==> src/rtl/mbr_sx_load.sv <==
// Load aligner: issues a word-aligned read, waits for the response under a watchdog,
// and returns the addressed byte/halfword/word sign- or zero-extended to 32 bits.
module mbr_sx_load #(
   parameter int TIMEOUT = 255,
   parameter int CNT_W   = 8
) (
   input  logic        clk,
   input  logic        rst_n,
   input  logic        ld_start,
   input  logic [31:0] ld_addr,
   input  logic [2:0]  ld_size,
   input  logic        mem_rvalid,
   input  logic [31:0] mem_rdata,
   output logic        mem_req,
   output logic [31:0] mem_addr,
   output logic        ld_busy,
   output logic        ld_done,
   output logic [31:0] ld_data,
   output logic        ld_fault,
   output logic [1:0]  ld_fault_code
);

   // state | meaning
   // IDLE  | waiting for ld_start; request checked on capture
   // WAIT  | read outstanding, watchdog counting cycles without mem_rvalid
   // DONE  | one-cycle ld_done pulse, then back to IDLE
   typedef enum logic [1:0] {IDLE, WAIT, DONE} state_t;

   localparam logic [CNT_W-1:0] TC = CNT_W'(TIMEOUT);

   state_t           state;
   logic [31:0]      addr_q;
   logic [2:0]       size_q;
   logic [CNT_W-1:0] cnt;
   logic [CNT_W-1:0] cnt_inc;
   logic             req_fault;
   logic [1:0]       req_code;

   function automatic logic [31:0] extract(input logic [31:0] rdata,
                                           input logic [1:0]  a,
                                           input logic [2:0]  sz);
      logic [7:0]  b;
      logic [15:0] h;
      logic [31:0] r;
      b = rdata[{a, 3'b000} +: 8];
      h = a[1] ? rdata[31:16] : rdata[15:0];
      case (sz[2:1])
         2'b00:   r = sz[0] ? {24'd0, b} : {{24{b[7]}}, b};
         2'b01:   r = sz[0] ? {16'd0, h} : {{16{h[15]}}, h};
         default: r = rdata;
      endcase
      return r;
   endfunction

   // Illegal size outranks misalignment, which outranks the upper-half address check.
   always_comb begin
      req_fault = 1'b0;
      req_code  = 2'b00;
      if (ld_size > 3'b100) begin
         req_fault = 1'b1;
         req_code  = 2'b10;
      end else if ((ld_size[2:1] == 2'b01 && ld_addr[0]) ||
                   (ld_size == 3'b100 && ld_addr[1:0] != 2'b00)) begin
         req_fault = 1'b1;
         req_code  = 2'b01;
      end else if (ld_addr[31]) begin
         req_fault = 1'b1;
         req_code  = 2'b10;
      end
   end

   assign cnt_inc  = cnt + CNT_W'(1);
   assign ld_busy  = (state != IDLE);
   assign mem_addr = (state == WAIT) ? {addr_q[31:2], 2'b00} : 32'd0;

   always_ff @(posedge clk or negedge rst_n) begin
      if (!rst_n) begin
         state         <= IDLE;
         addr_q        <= 32'd0;
         size_q        <= 3'd0;
         cnt           <= '0;
         mem_req       <= 1'b0;
         ld_done       <= 1'b0;
         ld_data       <= 32'd0;
         ld_fault      <= 1'b0;
         ld_fault_code <= 2'b00;
      end else begin
         case (state)
            IDLE: begin
               if (ld_start) begin
                  addr_q <= ld_addr;
                  size_q <= ld_size;
                  if (req_fault) begin
                     state         <= DONE;
                     ld_done       <= 1'b1;
                     ld_data       <= 32'd0;
                     ld_fault      <= 1'b1;
                     ld_fault_code <= req_code;
                  end else begin
                     state   <= WAIT;
                     mem_req <= 1'b1;
                     cnt     <= '0;
                  end
               end
            end
            WAIT: begin
               // Data arriving on the terminal-count cycle still completes the load.
               if (mem_rvalid) begin
                  state         <= DONE;
                  mem_req       <= 1'b0;
                  ld_done       <= 1'b1;
                  ld_data       <= extract(mem_rdata, addr_q[1:0], size_q);
                  ld_fault      <= 1'b0;
                  ld_fault_code <= 2'b00;
               end else if (cnt_inc == TC) begin
                  state         <= DONE;
                  mem_req       <= 1'b0;
                  ld_done       <= 1'b1;
                  ld_data       <= 32'd0;
                  ld_fault      <= 1'b1;
                  ld_fault_code <= 2'b11;
                  cnt           <= cnt_inc;
               end else begin
                  cnt <= cnt_inc;
               end
            end
            DONE: begin
               state   <= IDLE;
               ld_done <= 1'b0;
            end
            default: state <= IDLE;
         endcase
      end
   end

endmodule

==> config.mk <==
export PLATFORM = sky130hd
export DESIGN_NAME = mbr_sx_load
export DESIGN_NICKNAME = d
export VERILOG_FILES = /design/src/rtl/mbr_sx_load.sv
export SDC_FILE = /design/constraint.sdc
export NUM_CORES = 1
export LEC_CHECK = 0
export CAP_MARGIN = 15
export CORE_ASPECT_RATIO = 1.5
export CORE_MARGIN = 5
export CORE_UTILIZATION = 40
export DETAILED_ROUTE_END_ITERATION = 8
export PLACE_DENSITY = 0.68
export SETUP_SLACK_MARGIN = 0.05
export SLEW_MARGIN = 20
export SYNTH_ARGS = -nofsm -noshare
export SYNTH_HDL_FRONTEND = slang
export SYNTH_SLANG_ARGS = --single-unit
==> constraint.sdc <==
create_clock -name clk -period 4.45 [get_ports clk]
set_input_delay 0.6675 -clock clk [delete_from_list [all_inputs] [get_ports clk]]
set_output_delay 0.6675 -clock clk [all_outputs]
set_load 0.02 [all_outputs]
==> impl_metrics.py, run 1 <==
metrics = {
    "timing": {
        "setup_viol": 0,
        "rsz0062_at_grt": "false",
        "tightestPinTransition_ns": 1.052,
        "finalHoldViolCount": 0,
        "finalCriticalPeriod_ns": 2.820,
        "slew_violations": 0,
        "fin_ws_ns": 1.630,
        "fin_worst_skew_ns": 0.005996,
        "fmax_mhz": 354.6,
        "fin_setup_tns_ns": 0,
        "fin_crit_sh": 0.6337,
        "maxSlewHeadroom": 0.2984,
    },
    "yosys": {
        "async_flop_share": 1.000,
        "synth_ff_type": "dfrtp_1",
        "synth_edf_count": 0,
        "synth_area_sq_um": 4250,
        "yosys_warnings": 0,
        "synth-adder-area-share": 0.01472,
        "synth-seq-cells": 82,
        "synth_cell_types": 49,
        "synth_top_family_by_area": "compound AO/OA/AOI/OAI gates",
        "synth_xor_area_frac": 0,
        "avgSynthCellArea_sq_um": 10.79,
        "yosys.area_share.simple": 0.1669,
        "synth_cells": 394,
        "yosysSeqAreaShare": 0.4828,
        "synth-compound-area-share": 0.1819,
        "synth_mux_area_frac": 0.1139,
    },
    "layout": {
        "drive_gt1_frac": 0.1141,
        "syn2layout_area_growth_pct": 41.65,
        "nets": 599,
        "fin_cells": 670,
        "antenna_cells": 0,
        "fin_util": 0.5748,
        "layout_commonest_cell": "clkdlybuf4s50_1",
        "final_cell_mix": "clkdlybuf4s50_1 (137), dfrtp_1 (82), mux2_2 (35)",
    },
    "cts": {
        "cts_buffer_depth": 2,
        "clk_latency_ns": 0.33,
        "htree_levels": 3,
        "cts_setup_buffers": 0,
        "cts_buffers": 9,
        "cts_hold_buf": 0,
        "cts_tree": "built",
        "clock-root-buffer": "clkbuf_16",
        "post_cts_resized": 0,
        "clk_pin_slew_worst_paths_ns": 0.06,
        "cts_sinks": 82,
    },
    "die": {
        "initial_utilization": 0.4058,
        "io_pins": 141,
        "die_area_sq_um": 12830,
        "fp.dieW_um": 94.17,
        "coreArea_sq_um": 10480,
        "rows": 46,
        "die_h_um": 136.3,
    },
    "routing": {
        "route.detailed.drc": 0,
        "via_per_inst": 5.333,
        "vias": 3573,
        "firstDrtPassIters": 5,
        "drt_iter0_drc": 220,
        "ant_nets": 0,
        "wirelength_um": 11800,
        "wl_per_cell_um": 17.61,
    },
    "power": {
        "p_leak_nw": 2.464,
        "peakVddDrop_uv": 253.8,
        "power_mw": 3.157,
        "cellPowerDensity_nw_per_um2": 524.4,
    },
    "run": {
        "drv_cap": 0,
    },
    "place": {
        "dp_cells": 656,
        "io_buffers": 138,
        "place_ws_ns": 1.232,
        "dp.final_hpwl_um": 8752,
        "place_congestion": 0.8427,
    },
    "run_status": {
        "status": "completed",
    },
    "setup_path": {
        "cp-end-kind": "output pin",
        "worstPathArrival_ns": 2.15,
        "critPathRequiredTime_ns": 3.78,
        "worstPathMaxFanout": 44,
        "start_kind": "register",
        "crit_type": "register to output pin",
    },
    "global_route": {
        "overflow": 0,
        "antenna_found_initial": 0,
        "grt_pass1_vias": 3570,
        "grt_max_degree": 83,
        "grt_pass1_wl_um": 18460,
        "grt.total_usage": 0.1852,
    },
    "min_path": {
        "hp-class": "input pin to asynchronous set/reset pin",
    },
}
==> path summary, 6_finish.rpt <==
| check | start | endpoint | slack [ns] | cells after the start |
|---|---|---|---|---|
| setup / recovery | state[1]$_DFFE_PN0P_ | mem_addr[10] | 1.63 | 5 |
| max in group asynchronous | rst_n | ld_data[20]$_DFFE_PN0P_ | 3.54 | 1 |
| setup reg to reg | size_q[2]$_DFFE_PN0P_ | ld_data[9]$_DFFE_PN0P_ | 1.75 | 5 |
| min in group clk | addr_q[31]$_DFFE_PN0P_ | addr_q[31]$_DFFE_PN0P_ | 0.48 | 2 |
| hold reg to reg | addr_q[31]$_DFFE_PN0P_ | addr_q[31]$_DFFE_PN0P_ | 0.48 | 2 |
| hold / removal | rst_n | ld_data[26]$_DFFE_PN0P_ | 0.36 | 1 |
==> metrics by stage <==
stage | instance area (sq um) | hold slack [ns]
finish | 6021 | 0.3633
global placement | 5719 | 0.4694
floorplan | 4254 | 0.3719
detailed placement | 5719 | 0.4757
global route | 6021 | 0.4613
CTS | 6013 | 0.4892
==> synthesized netlist by cell type, types with 3 or more instances <==
| library cell | instances | area, sq um |
|---|---|---|
| dfrtp_1 | 82 | 2052 |
| mux2_2 | 35 | 394.1 |
| and2_1 | 32 | 200.2 |
| nand2_1 | 22 | 82.58 |
| nand2b_1 | 20 | 125.1 |
| nand3_1 | 20 | 100.1 |
| o21ai_0 | 20 | 100.1 |
| o2bb2ai_1 | 19 | 166.4 |
| a22o_1 | 17 | 148.9 |
| clkbuf_1 | 15 | 56.30 |
| inv_1 | 12 | 45.04 |
| a21oi_1 | 9 | 45.04 |
| mux2i_1 | 9 | 90.09 |
| nor2_1 | 9 | 33.78 |
| o22ai_1 | 8 | 50.05 |
| a2bb2oi_1 | 7 | 61.31 |
| or4_1 | 6 | 45.04 |
| ha_1 | 5 | 62.56 |
| a22oi_1 | 3 | 22.52 |
| buf_2 | 3 | 15.01 |
| nor2b_1 | 3 | 18.77 |
| o21a_1 | 3 | 22.52 |
==> report_power, final <==
part / internal [mW] / switching (mW)
Clock: 0.459 / 0.278
Sequential: 0.985 / 0.211
Combinational: 0.605 / 0.620
==> per-layer routing <==
metal  track usage  vias up  wire length (um)
li1              -     1694                 -
met1        0.2065     1716              4559
met2        0.3321      147              6258
met3       0.05592       16               793
met4       0.06104        0               191
met5             0        -                 0
==> area by class of cell <==
| type | instances | area (sq um) |
|---|---|---|
| sequential | 82 | 2052 |
| inverter | 13 | 48.80 |
| clock buffer | 12 | 256.5 |
| multi-input combinational | 276 | 2041 |
| clock inverter | 2 | 37.54 |
| fill | 959 | 4454 |
| timing repair buffer | 141 | 1405 |
| tap | 144 | 180.2 |
==> cells by family after synthesis <==
kind of cell	after synthesis
and+or+nand+nor	124
AOI/OAI and AO/OA	101
DFF	82
muxes	44
buffers and inverters	37
adders and majority gates	5
other	1
==> worst max-delay path: stages, from the launching register on <==
cell             delay, ns
dfrtp_1               0.38
inv_1                 0.09
ha_1                  0.17
buf_4                 0.35
and2_1                0.19
clkdlybuf4s50_1       0.63
==> sequential cells by signal (all words and copies together), names as in the netlist <==
| name | flops |
|---|---|
| size_q | 3 |
| ld_fault_code | 2 |
| ld_done | 1 |
| ld_fault | 1 |
| mem_req | 1 |
| ld_data | 32 |
| state | 2 |
| addr_q | 32 |
| cnt | 8 |
Power figures use the tool's default switching activity.
==> run 2, diff against run 1 <==
Settings changed: PLACE_DENSITY 0.68 to 0.71.
Clock period 4.45 ns to 2.58 ns, I/O delays scaled along.
==> run 2 against run 1 <==
  * Final area rose by 3.7%
  * Via count increased by 2.1%
  * Combinational power increased by 96%
  * Hold slack worse by 0.35 ns
  * Die area is the same
  * Register-to-register slack worse by 1.5 ns
  * Sequential share of layout area shrank 1.2 points
  * Sequential cell count unchanged
  * First-iteration DRC count shrank 36%
  * Core utilization up 2.1 points
  * Sequential power grew 61%
  * Final cell count rose by 2.2%
==> impl_metrics.py, run 2 (same netlist as run 1, synthesis figures left out) <==
metrics = {
    "power": {
        "p_int_mw": 3.819,
        "power_frac_seq": 0.332,
        "power_switching_mw": 2.001,
        "combinationalPowerShare": 0.411,
        "cellPowerDensity_nw_per_um2": 932.5,
        "p_leak_nw": 2.670,
        "p_sw_frac": 0.3438,
        "peakVddDrop_uv": 514.6,
        "p_clk_frac": 0.257,
    },
    "run_status": {
        "status": "completed",
    },
    "cts": {
        "cts_hold_buf": 0,
        "cts_buffer_depth": 2,
        "cts_tree": "built",
        "cts_buffers": 9,
        "cts_sinks": 82,
        "clk_latency_ns": 0.33,
        "htree_levels": 3,
        "cts_setup_buffers": 0,
        "clock-root-buffer": "clkbuf_16",
        "clk_pin_slew_worst_paths_ns": 0.06,
    },
    "setup_path": {
        "worst_path_max_delay_cell": "clkdlybuf4s50_1",
        "critPathRequiredTime_ns": 2.19,
        "path_buf_inv": 3,
        "cp_top_family": "buffers and inverters",
        "crit_type": "register to output pin",
        "worstPathArrival_ns": 2.03,
        "regToRegSetupSlack_ns": 0.25,
        "reg2reg_to": "ld_data[18]$_DFFE_PN0P_",
        "r2r-start": "cnt[0]$_DFFE_PN0P_",
        "cp-end-kind": "output pin",
        "start_kind": "register",
        "worstPathMaxFanout": 44,
        "cpPeakStageDelay_ns": 0.60,
        "worstRegToRegCells": 6,
        "path_cells": "inv_1 -> ha_1 -> buf_12 -> and2_1 -> clkdlybuf4s50_1",
    },
    "place": {
        "place_congestion": 0.8453,
        "io_buffers": 138,
        "dp.final_hpwl_um": 9233,
        "place_ws_ns": -0.1220,
    },
    "global_route": {
        "grt_max_degree": 48,
        "grt_pass1_vias": 3906,
        "grt.total_usage": 0.1929,
        "overflow": 0,
        "antenna_found_initial": 0,
        "grt_pass1_wl_um": 19240,
    },
    "timing": {
        "tightestPinTransition_ns": 0.7355,
        "finalCriticalPeriod_ns": 2.420,
        "fin_ws_ns": 0.1597,
        "maxSlewHeadroom": 0.5096,
        "slew_violations": 0,
        "finalHoldViolCount": 0,
        "setup_viol": 0,
        "fmax_mhz": 413.2,
        "fin_setup_tns_ns": 0,
        "fin_crit_sh": 0.9381,
        "rsz0062_at_grt": "false",
        "fin_worst_skew_ns": 0.008209,
    },
    "die": {
        "die_area_sq_um": 12830,
        "coreArea_sq_um": 10480,
        "die_h_um": 136.3,
        "fp.dieW_um": 94.17,
        "initial_utilization": 0.4058,
        "io_pins": 141,
        "rows": 46,
    },
    "routing": {
        "wl_per_cell_um": 17.95,
        "wirelength_um": 12300,
        "ant_nets": 0,
        "route.detailed.drc": 0,
        "firstDrtPassIters": 4,
        "drt_iter0_drc": 141,
        "vias": 3649,
        "via_per_inst": 5.327,
    },
    "min_path": {
        "hp-class": "input pin to asynchronous set/reset pin",
    },
    "run": {
        "drv_cap": 0,
    },
    "layout": {
        "final_cell_mix": "clkdlybuf4s50_1 (131), dfrtp_1 (82), mux2_2 (35)",
        "drive_gt1_frac": 0.1442,
        "layout_commonest_cell": "clkdlybuf4s50_1",
        "antenna_cells": 0,
        "fin_util": 0.5958,
        "top_regs": "addr_q (32), ld_data (32), cnt (8)",
        "syn2layout_area_growth_pct": 46.84,
        "nets": 612,
        "fillerInstances": 914,
    },
}
==> run 2: cell types whose count changed in the layout (fill, tap and decap cells not counted), sizes merged, moves of 2 or more <==
cell           delta
clkbuf            -2
buf              +12
clkdlybuf4s50     -6
bufinv            +2
dlymetal6s2s      +6
==> run 2: power groups by stage <==
stage	Combinational, mW	Clock (mW)	Sequential [mW]
floorplan	1.35	0	2.05
global placement	2.32	0	1.93
detailed placement	2.37	0	1.96
CTS	2.39	1.53	1.94
global route	2.61	1.58	1.99
finish	2.39	1.49	1.93
==> run 2: worst max path at each step <==
stage                     depth (start not counted)                       to                  from  slack [ns]
after floorplan                                   8  ld_data[16]$_DFFE_PN0P_    cnt[0]$_DFFE_PN0P_        0.52
after global placement                            6  ld_data[22]$_DFFE_PN0P_              ld_start       -0.03
after detailed placement                          6  ld_data[22]$_DFFE_PN0P_              ld_start       -0.12
after CTS                                         7  ld_data[22]$_DFFE_PN0P_  state[0]$_DFFE_PN0P_        0.07
after global routing                              5              mem_addr[5]  state[1]$_DFFE_PN0P_        0.05
final                                             5              mem_addr[5]  state[1]$_DFFE_PN0P_        0.16
==> run 2: repair_timing <==
item	4_1_cts	5_1_grt
gates resized for setup	0	10
hold endpoints to repair	0	0
setup endpoints to repair	0	41
==> run 2: per-stage QoR <==
step	hold slack, ns	power [mW]	instance area, sq um	instances
2_1_floorplan	0.09141	3.400	4254	395
3_5_place_dp	0.3848	4.329	5834	668
3_3_place_gp	0.3803	4.254	5834	668
4_1_cts	0.02648	5.849	6187	684
6_report	0.01697	5.820	6241	685
5_1_grt	0.04640	6.175	6241	685
==> run 2: per-layer routing <==
metal | track usage | up-vias | wire, um
met5 | 0 | - | 0
met4 | 0.07952 | 0 | 330
li1 | - | 1721 | -
met1 | 0.2094 | 1755 | 4558
met2 | 0.3539 | 148 | 6623
met3 | 0.04540 | 25 | 783
==> run 2: cell type report <==
type                            instances  area [sq um]  area share
Multi-Input combinational cell        277          2076      0.3326
Sequential cell                        82          2052      0.3288
Timing Repair Buffer                  153          1531      0.2454
Clock buffer                           10         239.0     0.03829
Tap cell                              144         180.2     0.02887
Clock inverter                          6         113.9     0.01824
Inverter                               13         48.80    0.007819
==> run 3, diff against run 2 <==
Settings changed: CELL_PAD_IN_SITES_DETAIL_PLACEMENT set to 1, CELL_PAD_IN_SITES_GLOBAL_PLACEMENT set to 2, CORE_UTILIZATION 40 to 25, PLACE_DENSITY 0.71 to 0.72.
==> run 3 against run 2 <==
  * First-iteration DRC count fell by 16%
  * Global-route usage is 4.5 points lower
  * Critical path depth rose by 2
  * Routed wire length up 17%
  * Critical endpoint is now ld_data[21]$_DFFE_PN0P_
  * Clock power is 5% lower
==> impl_metrics.py, run 3 (same netlist as run 1, synthesis figures left out) <==
metrics = {
    "timing": {
        "tightestPinTransition_ns": 0.5527,
        "slew_violations": 0,
        "fin_crit_sh": 0.9339,
        "fin_setup_tns_ns": 0,
        "setup_viol": 0,
        "finalCriticalPeriod_ns": 2.409,
        "finalHoldViolCount": 0,
        "fmax_mhz": 415.0,
        "maxSlewHeadroom": 0.6315,
        "fin_ws_ns": 0.1705,
        "fin_worst_skew_ns": 0.004799,
        "rsz0062_at_grt": "true",
    },
    "setup_path": {
        "cp-end-kind": "register",
        "start_kind": "register",
        "critPathRequiredTime_ns": 2.80,
        "crit_type": "register to register",
        "worstPathArrival_ns": 2.63,
        "worstPathMaxFanout": 35,
    },
    "place": {
        "dp.final_hpwl_um": 10960,
        "dp_cells": 735,
        "placed_cell_area_sq_um": 5912,
        "io_buffers": 138,
        "place_ws_ns": -0.01005,
        "place_congestion": 0.7551,
    },
    "layout": {
        "antenna_cells": 0,
        "fin_util": 0.3750,
        "nets": 612,
        "design_area_sq_um": 6286,
        "fin_cells": 751,
        "syn2layout_area_growth_pct": 47.90,
        "layout_commonest_cell": "clkdlybuf4s50_1",
        "top_regs": "addr_q (32), ld_data (32), cnt (8)",
        "final_cell_mix": "clkdlybuf4s50_1 (123), dfrtp_1 (81), mux2_2 (35)",
        "drive_gt1_frac": 0.1423,
    },
    "cts": {
        "cts_sinks": 82,
        "cts_tree": "built",
        "htree_levels": 3,
        "clock-root-buffer": "clkbuf_16",
        "clk_latency_ns": 0.34,
        "cts_buffer_depth": 2,
        "cts_buffers": 9,
        "clk_pin_slew_worst_paths_ns": 0.06,
    },
    "power": {
        "combinationalPowerShare": 0.410,
        "p_leak_nw": 2.801,
        "p_int_mw": 3.684,
        "power_switching_mw": 2.079,
        "cellPowerDensity_nw_per_um2": 916.8,
        "power_frac_seq": 0.343,
        "p_clk_frac": 0.246,
        "p_sw_frac": 0.3608,
        "peakVddDrop_uv": 346.0,
    },
    "run": {
        "drv_cap": 0,
    },
    "routing": {
        "firstDrtPassIters": 4,
        "via_per_inst": 4.944,
        "route.detailed.drc": 0,
        "ant_nets": 0,
        "wl_per_cell_um": 19.21,
        "vias": 3713,
        "wirelength_um": 14420,
        "drt_iter0_drc": 119,
    },
    "run_status": {
        "status": "completed",
    },
    "die": {
        "io_pins": 141,
        "coreArea_sq_um": 16760,
        "initial_utilization": 0.2535,
        "rows": 58,
        "die_h_um": 169.7,
        "die_area_sq_um": 19760,
        "fp.dieW_um": 116.5,
    },
    "global_route": {
        "grt_pass1_wl_um": 22960,
        "grt_max_degree": 39,
        "antenna_found_initial": 0,
        "overflow": 0,
        "grt_pass1_vias": 4181,
        "grt.total_usage": 0.1482,
    },
    "min_path": {
        "hp-class": "input pin to asynchronous set/reset pin",
    },
}
## run 3: cell types whose count changed in the layout (fill, tap and decap cells not counted), sizes merged
cell / before / now
buf: 16 / 17
bufinv: 3 / 2
clkdlybuf4s50: 131 / 123
clkinv: 2 / 3
clkinvlp: 2 / 1
dlymetal6s2s: 6 / 14
inv: 12 / 13
nand3: 22 / 21
## run 3: path summary, 6_finish.rpt
check / slack [ns] / endpoint / depth (start not counted) / startpoint
setup / recovery: 0.17 / ld_data[21]$_DFFE_PN0P_ / 7 / cnt[0]$_DFFE_PN0P_
min in group clk: 0.50 / ld_data[1]$_DFFE_PN0P_ / 1 / ld_data[1]$_DFFE_PN0P_
hold / removal: 0.03 / addr_q[29]$_DFFE_PN0P_ / 1 / rst_n
max in group asynchronous: 1.88 / addr_q[17]$_DFFE_PN0P_ / 2 / rst_n
setup reg to reg: 0.17 / ld_data[21]$_DFFE_PN0P_ / 7 / cnt[0]$_DFFE_PN0P_
hold reg to reg: 0.50 / ld_data[1]$_DFFE_PN0P_ / 1 / ld_data[1]$_DFFE_PN0P_
## run 3: worst max-delay path, stage by stage (launching register included)
cell	delay, ns
dfrtp_2	0.44
inv_1	0.09
ha_1	0.15
nand3_1	0.13
or4_4	0.52
o311ai_4	0.15
nand3_4	0.43
a22o_1	0.37
## run 3: timing repair
action | CTS | global route
pin swaps | 0 | 13
hold buffers | 0 | 0
buffers inserted | 0 | 0
endpoints found under the setup margin | 17 | 48
gates resized for setup | 1 | 19
## run 3: final cells by class
| cell class | count | area, sq um |
|---|---|---|
| Clock inverter | 6 | 90.09 |
| Fill cell | 1872 | 10480 |
| Tap cell | 210 | 262.8 |
| Multi-Input combinational cell | 276 | 2043 |
| Timing Repair Buffer | 154 | 1559 |
| Sequential cell | 82 | 2053 |
| Clock buffer | 10 | 229.0 |
| Inverter | 13 | 48.80 |
## run 3: per-layer routing
layer / global-route usage / share of wire
met2: 0.2701 / 0.53
met1: 0.1640 / 0.37
met4: 0.03382 / 0.013
met5: 0 / 0
met3: 0.04995 / 0.085
## run 3: power groups by stage
stage | Sequential (mW) | Clock (mW) | Combinational [mW]
2_1_floorplan | 2.05 | 0 | 1.35
3_3_place_gp | 1.98 | 0 | 2.33
3_5_place_dp | 2.01 | 0 | 2.39
4_1_cts | 1.99 | 1.46 | 2.40
5_1_grt | 2.05 | 1.51 | 2.57
6_report | 1.98 | 1.42 | 2.37
## run 3: per-stage QoR
step	total power [mW]	hold slack, ns
global route	6.138	0.07215
global placement	4.319	0.3968
floorplan	3.400	0.09141
finish	5.763	0.02811
CTS	5.852	0.04283
detailed placement	4.406	0.4072
